===== src/rtl/uart_receiver.sv =====
// 8N1 UART receiver: two-flop synchronized rx, mid-bit sampling FSM, and a
// one-byte holding register with data_valid/data_ready handshake.
module uart_receiver #(
  parameter int BAUD_RATE  = 9600,
  parameter int CLOCK_FREQ = 50000000
) (
  input  logic       clk,
  input  logic       rst_n,
  input  logic       rx,
  input  logic       data_ready,
  output logic [7:0] data_out,
  output logic       data_valid,
  output logic       frame_error,
  output logic       overrun,
  output logic       busy
);

  localparam int BIT_TIME = CLOCK_FREQ / BAUD_RATE;
  localparam int HALF_BIT = BIT_TIME / 2;
  localparam logic [15:0] BIT_LAST  = 16'(BIT_TIME - 1);
  localparam logic [15:0] HALF_LAST = 16'(HALF_BIT - 1);

  typedef enum logic [1:0] {IDLE, START, DATA, STOP} state_t;

  state_t      state_q, state_d;
  logic [15:0] cnt_q, cnt_d;
  logic [2:0]  bit_q, bit_d;
  logic [7:0]  shift_q, shift_d;
  logic [7:0]  data_q, data_d;
  logic        valid_q, valid_d;
  logic        ferr_q, ferr_d;
  logic        ovr_q, ovr_d;
  logic        rx_meta_q, rx_s_q;
  logic        load;

  // Synchronizer flops reset high so a released reset never looks like a start edge.
  always_ff @(posedge clk or negedge rst_n) begin
    if (!rst_n) begin
      rx_meta_q <= 1'b1;
      rx_s_q    <= 1'b1;
      state_q   <= IDLE;
      cnt_q     <= '0;
      bit_q     <= '0;
      data_q    <= 8'h00;
      valid_q   <= 1'b0;
      ferr_q    <= 1'b0;
      ovr_q     <= 1'b0;
    end else begin
      rx_meta_q <= rx;
      rx_s_q    <= rx_meta_q;
      state_q   <= state_d;
      cnt_q     <= cnt_d;
      bit_q     <= bit_d;
      data_q    <= data_d;
      valid_q   <= valid_d;
      ferr_q    <= ferr_d;
      ovr_q     <= ovr_d;
    end
  end

  always_ff @(posedge clk) begin
    shift_q <= shift_d;
  end

  always_comb begin
    state_d = state_q;
    cnt_d   = cnt_q + 16'd1;
    bit_d   = bit_q;
    shift_d = shift_q;
    load    = 1'b0;
    ferr_d  = 1'b0;
    case (state_q)
      IDLE: begin
        cnt_d = '0;
        if (!rx_s_q) state_d = START;
      end
      START: begin
        if (cnt_q == HALF_LAST) begin
          cnt_d = '0;
          if (!rx_s_q) begin
            state_d = DATA;
            bit_d   = '0;
          end else begin
            state_d = IDLE;
          end
        end
      end
      DATA: begin
        if (cnt_q == BIT_LAST) begin
          cnt_d          = '0;
          shift_d[bit_q] = rx_s_q;
          if (bit_q == 3'd7) state_d = STOP;
          else               bit_d   = bit_q + 3'd1;
        end
      end
      STOP: begin
        if (cnt_q == BIT_LAST) begin
          cnt_d   = '0;
          state_d = IDLE;
          if (rx_s_q) load   = 1'b1;
          else        ferr_d = 1'b1;
        end
      end
      default: state_d = IDLE;
    endcase
  end

  // A fresh byte wins over a simultaneous acknowledge and is not an overrun then.
  always_comb begin
    data_d  = data_q;
    valid_d = valid_q;
    ovr_d   = 1'b0;
    if (load) begin
      data_d  = shift_q;
      valid_d = 1'b1;
      ovr_d   = valid_q && !data_ready;
    end else if (data_ready) begin
      valid_d = 1'b0;
    end
  end

  assign data_out    = data_q;
  assign data_valid  = valid_q;
  assign frame_error = ferr_q;
  assign overrun     = ovr_q;
  assign busy        = (state_q != IDLE);

endmodule


===== config.mk =====
export PLATFORM = sky130hd
export DESIGN_NAME = uart_receiver
export DESIGN_NICKNAME = d
export VERILOG_FILES = /design/src/rtl/uart_receiver.sv
export SDC_FILE = /design/constraint.sdc
export NUM_CORES = 1
export LEC_CHECK = 0
export CORE_MARGIN = 1.5
export CORE_UTILIZATION = 42
export CTS_CLUSTER_DIAMETER = 100
export DETAILED_ROUTE_END_ITERATION = 8
export GPL_TIMING_DRIVEN = 0
export PLACE_DENSITY = 0.62
export SYNTH_ARGS = -nofsm -noshare
export SYNTH_HDL_FRONTEND = slang
export SYNTH_SLANG_ARGS = --single-unit
export TNS_END_PERCENT = 5

===== constraint.sdc =====
create_clock -name clk -period 5.5 [get_ports clk]
set_clock_uncertainty 0.05 [all_clocks]
set_input_delay 1.1 -clock clk [delete_from_list [all_inputs] [get_ports clk]]
set_output_delay 1.1 -clock clk [all_outputs]
set_load 0.02 [all_outputs]

==> results.md <==
* Htree depth at 2
* Min setup slack post-route at ~2.8 ns
* Initial antenna violation count at 0
* Fin Setup TNS at 0 ns
* Cell with the most instances after synthesis: dfrtp_1
* Final GP Congestion at 0.894
* Die Ht at 71.5 um
* Root buffer cell: clkbuf_8
* Mapped Nets at 171
* Synth cell count leaders: dfrtp_1, nor2_1
* TritonCTS buffer count at 5
* Hold crit path type: reg -> reg
* Wire per inst at 14.2 um
* Result of the run: completed
* Clk buf depth at 2
* Top FF cell, synth: dfrtp_1
* Top cell type's share of synthesized area at 0.407
* Hold path depth at 0
* Crit end category: output port
* Synthesis Warnings at 0
* Gates resized, CTS repair at 0
* Mapped Area at about 2000 sq um
* Final period util at 0.498
* Peak Freq at 365 MHz
* Area grow syn2layout at 17.7%
* Minimum clock period at 2.74 ns
* Max FO, Critical Path at 7
* Vias per cell at approximately 5.5
* Sequential fraction of the synthesis area at 0.555
* Async set-reset flop share out of synthesis at 0.810
* Final Hold Viols at 0
* P_leak at 0.992 nW
* Max-Cap Viols at 0
* Slew Limit Fails at 0
* CTS tree: yes
* Worst endpoint data arrival time at 1.59 ns
* Residual DRC at 0
* Worst VDD drop at 164 uV
* Post-route ant nets at 0
* Pre-CTS setup slack at 3.09 ns
* Setup Crit Path Kind: reg -> out
* Top Ports at 16
* CORE AREA at 4440 sq um
* DR pass1 iterations at 6
* Gr ovfl total at 0
* RSZ-0062 raised after global routing: no
* CP max stage delay at 0.61 ns
* WL final at roughly 3400 um
* Number of synthesized flops with an enable pin at 8
* R2R depth at 8
* Clock sink count at 42
* First-pass GRT wire length at just over 6000 um
* GRT Util Overall at 0.156
* Layout net count at ~190
* ANT cells at 0
* Layout cells sized above 1 at 0.144
* Area contributors post-synth: dfrtp_1, edfxtp_1, mux2_4
* Synth Instances at 164
* Synth area leader: dfrtp_1
* Drt initial violations at between 50 and 60
* Syn Area/Cell at 12.0 sq um
* Setup violations, final at 0
* Die Wd at 71.5 um
* Netlist cell types at 42
* Worst-margin pin slew at 0.743 ns
* Detailed Place HPWL at about 2400 um
* Initial core utilization at 0.443
* Vias in the first global route at roughly 1300
* Die area at 5110 sq um
* Relative slew slack at 0.505
* CP max-delay cell: clkdlybuf4s50_1
* IO Port Bufs at 15
* Critical Path, Cell by Cell: inv_1 > nand2_1 > clkdlybuf4s50_1
* Post-CTS Setup Bufs at 0
* CP Launch Type: flip-flop
* Clk Latency, worst-skew pair at 0.29 ns
* Hold Buf Count CTS at 0
* Rows at 24
* Pwr dens at between 200 and 300 nW/um^2
* Vias at 1315
* Critical Path RT at 4.35 ns
* Clock-pin slew on the worst setup and hold paths at 0.08 ns
* Yosys reg bits at 42
* Maximum number of pins on one net before global-route repair at 35
state kept, by name, summed over array words and instances (netlist names), named ones only:
signal and cells:
cnt_q 16, data_out 8, shift_q 8, bit_q 3
data_valid 1, frame_error 1, overrun 1, rx_meta_q 1
rx_s_q 1, state_q 1
through the flow:
step	hold WS, ns	std cells	total power [mW]	instance area, sq um	utilization
final	0.316	239	0.614	2320	0.521
after global routing	0.325	239	0.638	2320	0.521
after CTS	0.321	239	0.625	2320	0.521
after detailed placement	0.310	231	0.333	2180	0.490
after global placement	0.297	231	0.333	2180	0.492
after floorplan	0.295	164	0.326	1970	-
worst max-delay path, delay by kind of cell (launching register included):
kind | cells | cell delay (ns)
buffers and inverters | 2 | 0.76
DFF | 1 | 0.42
and+or+nand+nor | 1 | 0.11
path summary, 6_finish.rpt:
| kind | slack, ns | start | endpoint |
|---|---|---|---|
| setup / recovery | 2.76 | flip-flop | busy |
| hold reg to reg | 0.32 | rx_meta_q$_DFF_PN1_ | rx_s_q$_DFF_PN1_ |
| min in group asynchronous | 0.82 | rst_n | data_out[4]$_DFFE_PN0P_ |
| setup reg to reg | 3.23 | cnt_q[0]$_DFF_PN0_ | data_out[6]$_DFFE_PN0P_ |
| hold / removal | 0.32 | rx_meta_q$_DFF_PN1_ | rx_s_q$_DFF_PN1_ |
| max in group asynchronous | 4.11 | rst_n | cnt_q[8]$_DFF_PN0_ |
cell families (layout without fill, tap and decap cells):
kind of cell	Yosys count	in the layout	synth area share
XOR/XNOR	11	11	0.0489
AND/OR/NAND/NOR	69	69	0.204
flip-flops	42	42	0.555
multiplexers	11	11	0.0762
buffers and inverters	11	34	0.0362
adder cells (fa/ha/maj)	3	3	0.0191
AO/OA/AOI/OAI	17	17	0.0604
layout by cell type (no fill, tap or decap), types with 6 or more instances in the layout:
cell             count
edfxtp_1             8
nand3_1              8
xor2_1               8
nand4_1              6
clkdlybuf4s50_1     14
mux2_4               8
nor3_1               6
dfrtp_1             32
nor2_1              20
inv_1                6
area by class of cell:
class / count / area (sq um)
Fill cell: 408 / 2130
Timing Repair Buffer: 15 / 145
Buffer: 5 / 48.8
Clock inverter: 3 / 68.8
Sequential cell: 42 / 1090
Multi-Input combinational cell: 111 / 805
Tap cell: 52 / 65.1
Inverter: 6 / 22.5
Clock buffer: 5 / 68.8
power by group:
part | switching (mW) | internal, mW | leakage (nW)
clock network | 0.106 | 0.182 | 0.0683
registers | 0.00139 | 0.318 | 0.525
logic | 0.00528 | 0.00197 | 0.399
total | 0.112 | 0.502 | 0.992
routing by layer:
metal  global-route usage  wire length, um
met1                0.206             1600
met2                0.244             1560
met3               0.0464              169
met4               0.0566               55
met5                    0                0
Note: power is estimated with default switching activity, not from simulation.
